**config.mk**
```make
export PLATFORM = sky130hd
export DESIGN_NAME = line_fill_buffer
export DESIGN_NICKNAME = d
export VERILOG_FILES = /design/src/rtl/line_fill_buffer.sv
export SDC_FILE = /design/constraint.sdc
export NUM_CORES = 1
export LEC_CHECK = 0
export ABC_CLOCK_PERIOD_IN_PS = 5600
export BUFFER_PORTS_ARGS = -buffer_cell sky130_fd_sc_hd__buf_4
export CORE_MARGIN = 2
export CORE_UTILIZATION = 25
export DETAILED_ROUTE_END_ITERATION = 12
export PLACE_DENSITY = 0.55
export SKIP_CTS_REPAIR_TIMING = 1
export SYNTH_ARGS = -nofsm -noshare
export SYNTH_HDL_FRONTEND = slang
export SYNTH_SLANG_ARGS = --single-unit
```
**constraint.sdc**
```tcl
create_clock -name clk -period 5.6 [get_ports clk]
set_clock_uncertainty 0.15 [all_clocks]
set_input_delay 0.56 -clock clk [delete_from_list [all_inputs] [get_ports clk]]
set_output_delay 0.56 -clock clk [all_outputs]
set_load 0.03 [all_outputs]
```
**src/rtl/line_fill_buffer.sv**
```systemverilog
// Line fill buffer: assembles a 128-bit cache line from narrow memory beats, critical word first
// with wrap-around, and optionally merges a pending store word before presenting the line.
module line_fill_buffer #(
  parameter int DATA_WORDS = 8,
  parameter int LOG_WORD   = 3,
  parameter int BEAT_WORDS = 2
) (
  input  logic                       clk,
  input  logic                       rst_n,
  input  logic                       fill_start,
  input  logic [LOG_WORD-1:0]        fill_word,
  input  logic                       merge_en,
  input  logic [15:0]                merge_word,
  input  logic [1:0]                 merge_be,
  input  logic                       beat_valid,
  input  logic [16*BEAT_WORDS-1:0]   beat_data,
  output logic                       beat_ready,
  output logic                       busy,
  output logic                       crit_valid,
  output logic [15:0]                crit_word,
  output logic [16*DATA_WORDS-1:0]   line_out,
  output logic                       line_valid
);

  localparam int BEATS = DATA_WORDS / BEAT_WORDS;
  localparam int IDX_W = (BEATS > 1) ? $clog2(BEATS) : 1;
  // One extra bit so the transfer count cannot wrap even when BEATS == DATA_WORDS.
  localparam int CNT_W = $clog2(BEATS) + 1;

  typedef enum logic [1:0] {
    S_IDLE = 2'd0,
    S_FILL = 2'd1,
    S_DONE = 2'd2
  } state_e;

  state_e                    state_q, state_d;
  logic [IDX_W-1:0]          bi_q, bi_d;
  logic [CNT_W-1:0]          cnt_q, cnt_d;
  logic [LOG_WORD-1:0]       fw_q, fw_d;
  logic                      men_q, men_d;
  logic [15:0]               mw_q, mw_d;
  logic [1:0]                mbe_q, mbe_d;
  logic [16*DATA_WORDS-1:0]  line_q, line_d;
  logic [15:0]               crit_q, crit_d;
  logic                      cv_q, cv_d;
  logic                      lv_q, lv_d;
  logic [LOG_WORD-1:0]       off_s;
  logic [15:0]               crit_raw_s;

  function automatic logic [15:0] merge16(input logic [15:0] mem, input logic [15:0] st,
                                          input logic [1:0] be);
    return {be[1] ? st[15:8] : mem[15:8], be[0] ? st[7:0] : mem[7:0]};
  endfunction

  assign off_s      = fw_q % LOG_WORD'(BEAT_WORDS);
  assign crit_raw_s = beat_data[16*off_s +: 16];

  // Next-state, line assembly, critical-word capture and store merge.
  always_comb begin
    state_d = state_q;
    bi_d    = bi_q;
    cnt_d   = cnt_q;
    fw_d    = fw_q;
    men_d   = men_q;
    mw_d    = mw_q;
    mbe_d   = mbe_q;
    line_d  = line_q;
    crit_d  = crit_q;
    cv_d    = 1'b0;
    lv_d    = 1'b0;
    case (state_q)
      S_IDLE: begin
        if (fill_start) begin
          fw_d    = fill_word;
          men_d   = merge_en;
          mw_d    = merge_word;
          mbe_d   = merge_be;
          bi_d    = IDX_W'(fill_word / LOG_WORD'(BEAT_WORDS));
          cnt_d   = {CNT_W{1'b0}};
          state_d = S_FILL;
        end else begin
          state_d = S_IDLE;
        end
      end
      S_FILL: begin
        if (beat_valid) begin
          for (int w = 0; w < DATA_WORDS; w++) begin
            if (IDX_W'(w / BEAT_WORDS) == bi_q) begin
              line_d[16*w +: 16] = beat_data[16*(w % BEAT_WORDS) +: 16];
            end else begin
              line_d[16*w +: 16] = line_q[16*w +: 16];
            end
          end
          // The critical word always sits at the merge offset, so forward merged bytes.
          if (cnt_q == {CNT_W{1'b0}}) begin
            cv_d   = 1'b1;
            crit_d = men_q ? merge16(crit_raw_s, mw_q, mbe_q) : crit_raw_s;
          end else begin
            cv_d   = 1'b0;
          end
          bi_d    = (bi_q == IDX_W'(BEATS - 1)) ? {IDX_W{1'b0}} : bi_q + IDX_W'(1);
          cnt_d   = cnt_q + CNT_W'(1);
          state_d = (cnt_q == CNT_W'(BEATS - 1)) ? S_DONE : S_FILL;
        end else begin
          state_d = S_FILL;
        end
      end
      S_DONE: begin
        for (int w = 0; w < DATA_WORDS; w++) begin
          if (men_q && (LOG_WORD'(w) == fw_q)) begin
            line_d[16*w +: 16] = merge16(line_q[16*w +: 16], mw_q, mbe_q);
          end else begin
            line_d[16*w +: 16] = line_q[16*w +: 16];
          end
        end
        men_d   = 1'b0;
        lv_d    = 1'b1;
        state_d = S_IDLE;
      end
      default: begin
        state_d = S_IDLE;
      end
    endcase
  end

  // State and datapath registers.
  always_ff @(posedge clk or negedge rst_n) begin
    if (!rst_n) begin
      state_q <= S_IDLE;
      bi_q    <= {IDX_W{1'b0}};
      cnt_q   <= {CNT_W{1'b0}};
      fw_q    <= {LOG_WORD{1'b0}};
      men_q   <= 1'b0;
      mw_q    <= 16'h0000;
      mbe_q   <= 2'b00;
      line_q  <= {(16*DATA_WORDS){1'b0}};
      crit_q  <= 16'h0000;
      cv_q    <= 1'b0;
      lv_q    <= 1'b0;
    end else begin
      state_q <= state_d;
      bi_q    <= bi_d;
      cnt_q   <= cnt_d;
      fw_q    <= fw_d;
      men_q   <= men_d;
      mw_q    <= mw_d;
      mbe_q   <= mbe_d;
      line_q  <= line_d;
      crit_q  <= crit_d;
      cv_q    <= cv_d;
      lv_q    <= lv_d;
    end
  end

  assign beat_ready = (state_q == S_FILL);
  assign busy       = (state_q != S_IDLE);
  assign crit_valid = cv_q;
  assign crit_word  = crit_q;
  assign line_out   = line_q;
  assign line_valid = lv_q;

endmodule

```
# ---- Word level (Yosys, flattened, before mapping)
# Index checks and enable logic that the tools add are counted.
dict set report totals {
  regBits 175
  input_bits 58
}
dict set report op_classes {
  addsub 2
  eq_ne 30
  shift 1
  n_mux 40
  n_reduce_logical 36
}
# operator count
set op_table {}
lappend op_table {{16-bit 2-to-1 mux} 17}
lappend op_table {{128-bit case mux with 2 select lines} 1}
lappend op_table {{128-bit 2-to-1 mux} 1}
lappend op_table {{5-bit AND reduction} 16}
lappend op_table {{8-bit 2-to-1 mux} 4}
lappend op_table {{32-bit by 6-bit variable part select with 16-bit output} 1}
lappend op_table {{2-bit inequality test (second input constant)} 12}
lappend op_table {{3-bit == test (first input constant)} 4}
lappend op_table {{2-bit 2-to-1 mux} 5}
lappend op_table {{1-bit logical AND} 8}
lappend op_table {{2-bit by 1-bit inequality test with 1-bit output (second input constant)} 4}
lappend op_table {{2-bit case mux with 2 select lines} 2}
lappend op_table {{2-bit nonzero test} 4}
lappend op_table {{2-bit by 3-bit == test with 1-bit output (first input constant)} 2}
lappend op_table {{3-bit logical NOT} 2}
lappend op_table {{1-bit 2-to-1 mux} 6}
lappend op_table {{3-bit 2-to-1 mux} 2}
lappend op_table {{3-bit case mux with 2 select lines} 1}
lappend op_table {{3-bit AND reduction} 2}
lappend op_table {{2-bit == test (first input constant)} 2}
lappend op_table {{2-bit == test (second input constant)} 2}
lappend op_table {{2-bit logical NOT} 2}
lappend op_table {{2-bit AND reduction} 2}
lappend op_table {{3-bit by 1-bit adder with 3-bit output (second input constant)} 1}
lappend op_table {{other kinds (6)} 6}

# ---- Longest topological paths before layout
dict set report depth {
  depth_word 4
  depth_mapped 6
}

# ---- Worst setup path after synthesis
# No wires, ideal clock.
dict set report synth_timing {
  path_kind {input -> register}
  from {input port beat_valid}
  to {register crit_q[10], in the netlist crit_word[10]}
  arrival_time_ns 1.767
  required_time_ns 5.325
  slack_ns 3.559
  cell_stages 6
  n_path_buf 3
  cell_sequence {buf_2 > and3b_1 > and3_1 > buf_2 > buf_4 > mux2_2}
}
dict set report synth_via {
  elab_chain_cells 1
}
# element line
set synth_lines {}
lappend synth_lines {{from (decl)} 15} ;# input logic beat_valid,
lappend synth_lines {{3-bit AND reduction (no line)} -}
lappend synth_lines {{to (signal assigned)} 149} ;# crit_q <= crit_d;
lappend synth_lines {{to (decl)} 44} ;# logic [15:0] crit_q, crit_d;
# Every way passes these cells.
# A chain may end at the register's enable or synchronous reset.

# ---- Final worst setup path
dict set report layout_timing {
  from {register state_q[1]}
  to {register line_q[88], in the netlist line_out[88]}
}
dict set report layout_via {
  elab_chain_cells 3
}
# element line
set layout_lines {}
lappend layout_lines {{from (decl)} 36} ;# state_e state_q, state_d;
lappend layout_lines {{from (signal assigned)} 141} ;# state_q <= state_d;
lappend layout_lines {{2-bit == test or 2-bit by 1-bit == test with 1-bit output (tied branches)} 71} ;# case (state_q)
lappend layout_lines {{2-bit inequality test (no line), or another cell as far along} -}
lappend layout_lines {{5-bit AND reduction (no line)} -}
lappend layout_lines {{to (signal assigned)} 136} ;# line_q <= {(16*DATA_WORDS){1'b0}};
lappend layout_lines {{to (signal assigned)} 148} ;# line_q <= line_d;
lappend layout_lines {{to (decl)} 43} ;# logic [16*DATA_WORDS-1:0] line_q, line_d;
# Several ways; a longest one is shown, not always the timed one.

==> impl_metrics.py <==
metrics = {
    "status": {
        "status": "finished, violations left",
        "violations": "hold timing",
    },
    "route": {
        "antenna_left": 0,
        "dr.pass1.iters": 4,
        "viasPerCell": 4.44,
        "remaining_drc_errors": 0,
        "wirelength_mm": 23.3,
        "num_vias": 5177,
        "route.detailed.wl_per_inst_um": 19.9,
        "drtIter0Drc": 299,
    },
    "cts": {
        "numCtsBuffers": 17,
        "insertion_delay_ns": 0.43,
        "ctsRootBufferMaster": "clkbuf_16",
        "cts_num_sinks": 175,
        "cts_tree": "built",
        "clk_pin_slew_ns": 0.08,
        "clockBufferDepth": 2,
        "ctsHtreeMaxLevel": 4,
    },
    "job": {
        "cap_violations": 0,
    },
    "floorplan": {
        "die_y_um": 180,
        "rows": 64,
        "core_area_um2": 30500,
        "dieArea_um2": 32300,
        "pin_count": 206,
        "start_util_pct": 25.3,
        "die_width_um": 180,
    },
    "global_routing": {
        "antenna_found_initial": 0,
        "first_global_vias": 5431,
        "use_met3_pct": 5.23,
        "grt-busiest-layer": "met2",
        "grt_pass1_wl_mm": 35.6,
        "grt.overflow.total": 0,
        "grt.total_usage_pct": 14.6,
        "grt_max_degree": 96,
        "met2_usage_pct": 23.3,
        "use_met1_pct": 18.9,
    },
    "synth": {
        "syn_avg_cell_area_um2": 13.9,
        "synth_fp_nets": 621,
        "yosys-top-cells-area": "dfrtp_1, mux2_2, nand2_1",
        "synth_top_area_share_pct": 56.7,
        "yosys_warnings": 0,
        "synth.largest_area_cell": "dfrtp_1",
        "ys_seq_elements": 175,
        "yosysUniqueCellTypes": 41,
        "synth.yosys.seq_area_share_pct": 56.7,
        "netlist_area_um2": 7720,
        "syn_inst": 556,
    },
    "timing": {
        "rsz0062_at_grt": "false",
        "min_period_ns": 2.88,
        "slew_viol_final": 0,
        "tns_ns": 0,
        "fin_ws_ns": 2.72,
        "finalHoldWorstSlack_ns": -0.000274,
        "fin_crit_sh_pct": 51.4,
        "worstMarginPinSlew_ns": 1.06,
        "fmax_mhz": 347,
        "slew_headroom_pct": 28.9,
        "hold_viol_final": 1,
        "finalSetupViolCount": 0,
    },
    "finish": {
        "drive_gt1_share_pct": 57.2,
        "antenna_cells": 0,
        "syn_to_final_growth_pct": 33.0,
        "design_area_um2": 10300,
        "fin_nets": 823,
    },
    "critical_path": {
        "critical_path_arrival_ns": 3.04,
        "reg2reg_depth": 4,
        "r2r-start": "state_q[1]",
        "worstPathMaxFanout": 32,
        "r2r-end": "line_out[88]",
        "start_kind": "flip-flop",
        "crit_path_end_kind": "flip-flop",
        "critPathRequiredTime_ns": 5.76,
        "setup.reg_to_reg.worst_slack_ns": 2.72,
        "path_class": "reg -> reg",
    },
    "hold_path": {
        "worstHoldPathType": "in -> async",
    },
    "power": {
        "peakVddDrop_mv": 0.292,
        "leakage_uw": 0.00456,
        "pwr_density_cell_nw_per_um2": 680,
    },
    "placement": {
        "hpwl_mm": 16.7,
        "place_area_um2": 9670,
        "portBuffers": 205,
        "pre_cts_ws_ns": 2.73,
        "gp_congestion": 0.730,
    },
}
[registers in the layout, indices dropped and copies added, names as in the netlist]
signal      cells
line_out      128
crit_word      16
mw_q           16
cnt_q           3
fw_q            3
bi_q            2
mbe_q           2
state_q         2
crit_valid      1
line_valid      1
men_q           1
[power breakdown]
group          leakage (uW)  internal (uW)  switching (uW)
Combinational       0.00221           1430            1920
Sequential          0.00207           1900             501
Clock              0.000277            678             546
Total               0.00456           4010            2970
[worst max-delay path, stage by stage (launching register included)]
cell and delay [ns]:
dfrtp_1 0.57, nor2b_4 0.94, buf_4 0.40, mux2_2 0.41, mux2_2 0.28
[how the worst max path moves through the flow]
stage | slack (ns) | depth (start not counted) | endpoint | from
CTS | 2.72 | 4 | line_out[88] | state_q[1]
global placement | 2.79 | 4 | line_out[56] | state_q[1]
floorplan | 3.56 | 6 | crit_word[10] | beat_valid
global route | 2.56 | 4 | line_out[120] | state_q[1]
detailed placement | 2.73 | 4 | line_out[88] | state_q[1]
finish | 2.72 | 4 | line_out[88] | state_q[1]
[layer usage]
layer	wire, um	vias up
li1	-	2390
met1	10300	2610
met2	11100	161
met3	1660	16
met4	218	0
met5	0	-
[cells in the mapped netlist (all sizes together)]
master and count:
mux2 177, dfrtp 175, nand2 67, o21ai 23
buf 17, mux2i 16, nand3 16, clkbuf 9
a22oi 8, ha 7, nand4b 7, inv 5
nand3b 3, a31oi 2, and2 2, and3 2
nand4bb 2, nor2b 2, a21oi 1, a221o 1
a22o 1, and3b 1, and4b 1, and4bb 1
nand2b 1, nand4 1, nor2 1, nor3 1
nor3b 1, o22ai 1, o2bb2ai 1, or2 1
or3b 1, or4b 1
[final cells by class]
type / instances / area (um2)
multi-input cells: 350 / 3190
clock buffers: 19 / 443
inverters: 5 / 18.8
flip-flops and latches: 175 / 4380
clock inverters: 13 / 151
well taps: 396 / 495
fillers: 3040 / 20200
repair buffers: 209 / 1590
[metrics by stage]
| stage | utilization (%) | total power, uW | instances |
|---|---|---|---|
| 2_1_floorplan | - | 4470 | 556 |
| 3_3_place_gp | 31.7 | 5800 | 1135 |
| 3_5_place_dp | 31.7 | 5840 | 1135 |
| 4_1_cts | 33.6 | 7090 | 1167 |
| 5_1_grt | 33.6 | 7370 | 1167 |
| 6_report | 33.6 | 6980 | 1167 |
[placed cells by master, fill, tap and decap left out, drive strengths merged, types with 2 or more instances in the layout]
master	count
clkbuf	19
nand3	16
ha	7
clkinv	3
a31oi	2
and2	2
nand2	67
inv	9
and3	2
nand3b	3
nand4b	7
nor2b	2
buf	209
mux2	177
dfrtp	175
bufinv	2
nand4bb	2
a22oi	8
clkinvlp	4
o21ai	23
mux2i	16
[kinds of logic after synthesis]
kind of cell	count (synthesis)	synth area share (%)
flops	175	56.7
buf+inv	31	2.09
compound gates	38	4.47
mux	193	27.9
fa+ha+maj	7	1.13
simple gates	112	7.65
No activity file was read; power rests on OpenSTA's default activity.
